File: src/rtl/fetch_ctrl.sv
// fetch_ctrl: instruction fetch front end.
// Issues sequential i-cache requests under a credit rule. Responses are buffered
// in a small FIFO that feeds decode. Redirect flushes the FIFO and restarts fetch
// at a new PC. Halt stops new requests while the FIFO keeps draining.
// Optional macro FETCH_PERF_EN adds fetch and stall performance counters.
//
// Handshake: decode takes the head entry in every cycle where inst_valid and
// inst_ready are both 1 at the rising edge. inst_valid does not depend on
// inst_ready. The i-cache answers exactly one cycle after ic_en, and only then.
module fetch_ctrl #(
    parameter int          DEPTH    = 4,
    parameter logic [31:0] RESET_PC = 32'h0000_0000
) (
    input  logic        clk,
    input  logic        rst_n,
    input  logic        redirect_valid,
    input  logic [31:0] redirect_pc,
    input  logic        halt,
    output logic        ic_en,
    output logic [31:0] ic_addr,
    input  logic [31:0] ic_rdata,
    input  logic        ic_rvalid,
    output logic        inst_valid,
    output logic [31:0] inst,
    output logic [31:0] inst_pc,
    input  logic        inst_ready,
`ifdef FETCH_PERF_EN
    output logic [31:0] perf_fetch_cnt,
    output logic [31:0] perf_stall_cnt,
`endif
    output logic [1:0]  dbg_state
);

    localparam int AW  = $clog2(DEPTH);
    localparam int CW  = AW + 1;
    localparam int CW1 = CW + 1;

    typedef enum logic [1:0] {
        ST_BOOT   = 2'd0,
        ST_RUN    = 2'd1,
        ST_HALTED = 2'd2
    } state_t;

    state_t          state_q, state_d;
    logic [31:0]     pc_q, pc_d;
    logic [31:0]     req_pc_q, req_pc_d;
    logic            inflight_q, inflight_d;
    logic [CW-1:0]   count_q, count_d;
    logic [AW-1:0]   head_q, head_d;
    logic [AW-1:0]   tail_q, tail_d;
    logic [31:0]     mem_inst_q [DEPTH];
    logic [31:0]     mem_pc_q   [DEPTH];

    logic            credit_ok;
    logic            fetch_en;
    logic            push;
    logic            pop;

    // Credit: queued entries plus the outstanding request must leave room for one more.
    assign credit_ok = ({1'b0, count_q} + {{CW{1'b0}}, inflight_q}) < CW1'(DEPTH);
    assign fetch_en  = rst_n && (state_q == ST_RUN) && !halt && !redirect_valid && credit_ok;
    // Only a response to our own outstanding request is accepted, and never during a flush.
    assign push      = rst_n && ic_rvalid && inflight_q && !redirect_valid;
    assign pop       = (count_q != '0) && inst_ready && !redirect_valid;

    // Next-state logic: BOOT always lasts a single cycle, halt toggles RUN/HALTED.
    always_comb begin
        state_d = state_q;
        case (state_q)
            ST_BOOT:   state_d = ST_RUN;
            ST_RUN:    if (halt) state_d = ST_HALTED;
            ST_HALTED: if (!halt) state_d = ST_RUN;
            default:   state_d = ST_BOOT;
        endcase
    end

    // Datapath next values: PC, outstanding request tracking, FIFO pointers and count.
    always_comb begin
        pc_d       = pc_q;
        req_pc_d   = req_pc_q;
        inflight_d = fetch_en;
        head_d     = head_q;
        tail_d     = tail_q;
        count_d    = count_q;
        if (fetch_en) begin
            pc_d     = pc_q + 32'd4;
            req_pc_d = pc_q;
        end
        if (redirect_valid) begin
            pc_d    = {redirect_pc[31:2], 2'b00};
            head_d  = '0;
            tail_d  = '0;
            count_d = '0;
        end else begin
            if (push) tail_d = tail_q + AW'(1);
            if (pop)  head_d = head_q + AW'(1);
            case ({push, pop})
                2'b10:   count_d = count_q + CW'(1);
                2'b01:   count_d = count_q - CW'(1);
                default: count_d = count_q;
            endcase
        end
    end

    // Control and pointer registers with synchronous active-low reset.
    always_ff @(posedge clk) begin
        if (!rst_n) begin
            state_q    <= ST_BOOT;
            pc_q       <= RESET_PC;
            req_pc_q   <= '0;
            inflight_q <= 1'b0;
            count_q    <= '0;
            head_q     <= '0;
            tail_q     <= '0;
        end else begin
            state_q    <= state_d;
            pc_q       <= pc_d;
            req_pc_q   <= req_pc_d;
            inflight_q <= inflight_d;
            count_q    <= count_d;
            head_q     <= head_d;
            tail_q     <= tail_d;
        end
    end

    // FIFO storage: contents are only observable through a valid head, so no reset.
    always_ff @(posedge clk) begin
        if (push) begin
            mem_inst_q[tail_q] <= ic_rdata;
            mem_pc_q[tail_q]   <= req_pc_q;
        end
    end

    assign ic_en      = fetch_en;
    assign ic_addr    = rst_n ? pc_q : 32'd0;
    assign inst_valid = rst_n && (count_q != '0);
    assign inst       = inst_valid ? mem_inst_q[head_q] : 32'd0;
    assign inst_pc    = inst_valid ? mem_pc_q[head_q] : 32'd0;
    assign dbg_state  = state_q;

`ifdef FETCH_PERF_EN
    logic [31:0] fetch_cnt_q, fetch_cnt_d;
    logic [31:0] stall_cnt_q, stall_cnt_d;
    logic        credit_stall;

    assign credit_stall = rst_n && (state_q == ST_RUN) && !halt && !redirect_valid && !credit_ok;

    // Performance counters: issued fetches and cycles lost to a full credit count.
    always_comb begin
        fetch_cnt_d = fetch_cnt_q + {31'd0, fetch_en};
        stall_cnt_d = stall_cnt_q + {31'd0, credit_stall};
    end

    // Counter registers.
    always_ff @(posedge clk) begin
        if (!rst_n) begin
            fetch_cnt_q <= '0;
            stall_cnt_q <= '0;
        end else begin
            fetch_cnt_q <= fetch_cnt_d;
            stall_cnt_q <= stall_cnt_d;
        end
    end

    assign perf_fetch_cnt = fetch_cnt_q;
    assign perf_stall_cnt = stall_cnt_q;
`endif

endmodule

File: config.mk
export PLATFORM = sky130hd
export DESIGN_NAME = fetch_ctrl
export DESIGN_NICKNAME = d
export VERILOG_FILES = /design/src/rtl/fetch_ctrl.sv
export SDC_FILE = /design/constraint.sdc
export NUM_CORES = 1
export LEC_CHECK = 0
export BUFFER_PORTS_ARGS = -buffer_cell sky130_fd_sc_hd__buf_2
export CORE_AREA = 2 2 178 180
export CTS_CLUSTER_SIZE = 30
export DETAILED_ROUTE_END_ITERATION = 16
export DIE_AREA = 0 0 180 182
export REMOVE_ABC_BUFFERS = 1
export SLEW_MARGIN = 20
export SYNTH_ARGS = -nofsm -noshare
export SYNTH_HDL_FRONTEND = slang
export SYNTH_SLANG_ARGS = --single-unit
File: constraint.sdc
create_clock -name clk -period 3 [get_ports clk]
set_clock_uncertainty 0.15 [all_clocks]
set_input_delay 0 -clock clk [delete_from_list [all_inputs] [get_ports clk]]
set_output_delay 0 -clock clk [all_outputs]
set_load 0.01 [all_outputs]
==> results.py <==
metrics = {
    "finish": {
        "final_cell_mix": "edfxtp_1 (248), buf_2 (163), nand2_1 (86)",
        "diodes": 0,
        "fill_cells": 2567,
        "fin_cells": 1523,
        "drive_gt1_frac": 0.281,
        "layout_commonest_cell": "edfxtp_1",
        "fin_nets": 1174,
        "syn2layout_area_growth_pct": 26.0,
    },
    "worst_setup_path": {
        "crit_slowest_cell": "dlygate4sd3_1",
        "crit_fanout": 32,
        "slowest_delay_ns": 0.55,
        "crit_path_start_kind": "register",
        "crit_arrival_ns": 3.11,
        "cp_cell_sequence": "or4b_1 -> or3_4 -> inv_8 -> and3_2 -> a311oi_1 -> o21a_1 -> dlygate4sd3_1",
        "reg2reg_from": "count_q[2]$_SDFFE_PP0P_",
        "critPathKind": "register to register",
        "cp.required_ns": 3.23,
        "reg2reg_slack_ns": 0.12,
        "critPathLaunch": "count_q[2]$_SDFFE_PP0P_",
        "critPathCaptureType": "register",
    },
    "route": {
        "drt-vias-per-instance": 5.15,
        "dr.pass1.iters": 6,
        "totalWireLength_mm": 28.9,
        "drtIter0Drc": 470,
        "ant_nets": 0,
        "via_count": 7838,
        "wl_per_cell_um": 19.0,
        "drc": 0,
    },
    "synthesis": {
        "yosysTopAreaCellShare": 0.579,
        "yosys.area.top_type": "edfxtp_1",
        "syn_inst": 846,
        "synth-edff-count": 248,
        "yosys_warnings": 0,
        "synth_cell_types": 56,
        "synth_area_per_cell_um2": 15.2,
        "synth.yosys.seq_area_share": 0.691,
        "netlist_area_um2": 12900,
        "yosys-top-cells-area": "edfxtp_1 (58%), dfxtp_1 (11%), mux4_2 (11%), nor2b_1 (3.0%), nand2_1 (2.5%)",
        "synth-async-reset-ratio": 0,
        "synth_flop_cell": "edfxtp_1",
        "synth_seq_cells": 320,
    },
    "sta": {
        "setup_viol": 0,
        "worst_pin_slew_ns": 0.852,
        "finalMaxSlewViolations": 0,
        "max_clock_freq_ghz": 0.347,
        "final.min_clock_period_ns": 2.88,
        "rsz0062_at_grt": "no",
        "worst_slew_margin_rel": 0.430,
        "period_share": 0.960,
        "hold_viol": 0,
        "timing.final.ws_setup_ns": 0.121,
    },
    "placement": {
        "gp_congestion": 0.768,
        "pre_cts_ws_ns": 0.486,
        "portBuffers": 163,
        "hpwl_mm": 17.2,
        "dp_cells": 1379,
    },
    "worst_hold_path": {
        "worstHoldStart": "ic_rdata[1]",
        "hold_class": "input port to register",
    },
    "global_route": {
        "grt_pass1_vias": 8090,
        "grt.total_usage": 0.177,
        "antenna_found_initial": 0,
        "grt-ovfl-total": 0,
        "grt_max_degree": 63,
        "grt_pass1_wl_mm": 45.3,
    },
    "floorplanning": {
        "ioPinCount": 170,
        "start_util": 0.415,
        "coreArea_um2": 31000,
        "die-height_um": 182,
        "row_count": 65,
        "fp.dieArea_um2": 32800,
        "die_width_um": 180,
    },
    "power": {
        "leakage_nw": 5.72,
        "pwr_density_cell_nw_per_um2": 582,
        "ir_drop_uv": 329,
        "total_power_w": 0.00943,
    },
    "clocking": {
        "cts.sinks": 320,
        "cts_buffer_depth": 3,
        "post-cts-setup-buffer-count": 0,
        "cts-root-buf": "clkbuf_16",
        "cts_buffers": 35,
        "cts_tree": "done",
        "clkTransAtPathRegs_ns": 0.06,
        "insertion_delay_ns": 0.51,
        "cts_max_level": 2,
    },
    "outcome": {
        "status": "complete, no violations",
    },
    "flow_run": {
        "maxCapViolations": 0,
    },
}
-- layout make-up --
type	instances	area [um^2]	area share
Clock buffer	45	953	0.0588
Clock inverter	16	210	0.0130
Inverter	17	71.3	0.00440
Multi-Input combinational cell	457	3690	0.228
Sequential cell	320	8900	0.549
Tap cell	402	503	0.0310
Timing Repair Buffer	266	1880	0.116
-- power by group --
group          switching (W)  total [W]  internal (W)
clock network        0.00163    0.00430       0.00267
registers          0.0000458    0.00482       0.00477
logic               0.000152   0.000313      0.000161
total                0.00183    0.00943       0.00761
-- worst max-delay path: cells and delay by family (launching register included) --
family / cells / cell delay [ns]
buffers and inverters: 2 / 0.74
AOI/OAI and AO/OA: 2 / 0.31
DFF: 1 / 0.33
and+or+nand+nor: 3 / 1.21
-- Yosys cell counts, types with 2 or more instances --
master,number
buf_2,11
a31oi_1,7
edfxtp_1,248
mux4_2,62
mux2_2,5
nand2_1,86
o21ai_0,12
a32oi_1,4
and4_1,3
ha_1,6
clkbuf_1,37
a22oi_1,4
nor3_1,3
xnor2_1,2
xor2_1,5
nor2b_1,62
o211ai_1,5
dfxtp_1,72
nor4_1,4
or3_1,7
a2bb2oi_1,2
and2_1,32
a21oi_1,59
o21a_1,2
inv_1,15
and3_1,7
nand2b_1,3
o31a_1,2
buf_4,6
nand4_1,7
nor2_1,27
nand3_1,14
a311oi_1,2
-- cells by family (layout without fill, tap and decap cells) --
group | after synthesis | after routing | share of synthesized area
AOI/OAI and AO/OA | 109 | 109 | 0.0512
xor gates and xnor gates | 7 | 7 | 0.00477
adders and majority gates | 8 | 8 | 0.00817
buffers and inverters | 72 | 344 | 0.0242
DFF | 320 | 320 | 0.691
muxes | 67 | 67 | 0.113
other | 1 | 4 | 0.000292
and+or+nand+nor | 262 | 262 | 0.107
-- worst paths after layout --
check	cells past startpoint	end
hold reg to reg	2	req_pc_q[31]$_SDFFE_PN0P_
setup / recovery	7	pc_q[26]$_SDFFE_PN0P_
setup reg to reg	7	pc_q[26]$_SDFFE_PN0P_
hold / removal	2	mem_inst_q[2][1]$_DFFE_PP_
-- flip-flops by register name, summed over array words and instances, names as in the netlist, named ones only --
register    count
mem_pc_q      120
tail_q          2
dbg_state       2
pc_q           30
req_pc_q       30
head_q          2
inflight_q      1
mem_inst_q    128
count_q         3
-- metrics by stage --
stage | utilization | TNS [ns] | area, um^2 | hold WS (ns)
finish | 0.523 | 0 | 16200 | 0.111
global route | 0.523 | 0 | 16200 | 0.0925
CTS | 0.523 | 0 | 16200 | 0.0813
detailed placement | 0.459 | 0 | 14200 | 0.0709
global placement | 0.459 | 0 | 14200 | 0.0657
floorplan | - | -37.57 | 12600 | -0.0511
-- layer usage --
layer | track usage | routed length [um] | up-vias
met5 | 0 | 0 | -
met4 | 0.0511 | 577 | 0
met3 | 0.0329 | 1580 | 43
met2 | 0.296 | 14100 | 254
met1 | 0.236 | 12700 | 3857
li1 | - | - | 3684
-- what timing repair did --
action,4_1_cts,5_1_grt
hold buffers,83,0
endpoints found under the hold margin,169,0
gates resized for setup,0,2
endpoints found under the setup margin,0,2
Note: power is estimated with default switching activity, not from simulation.
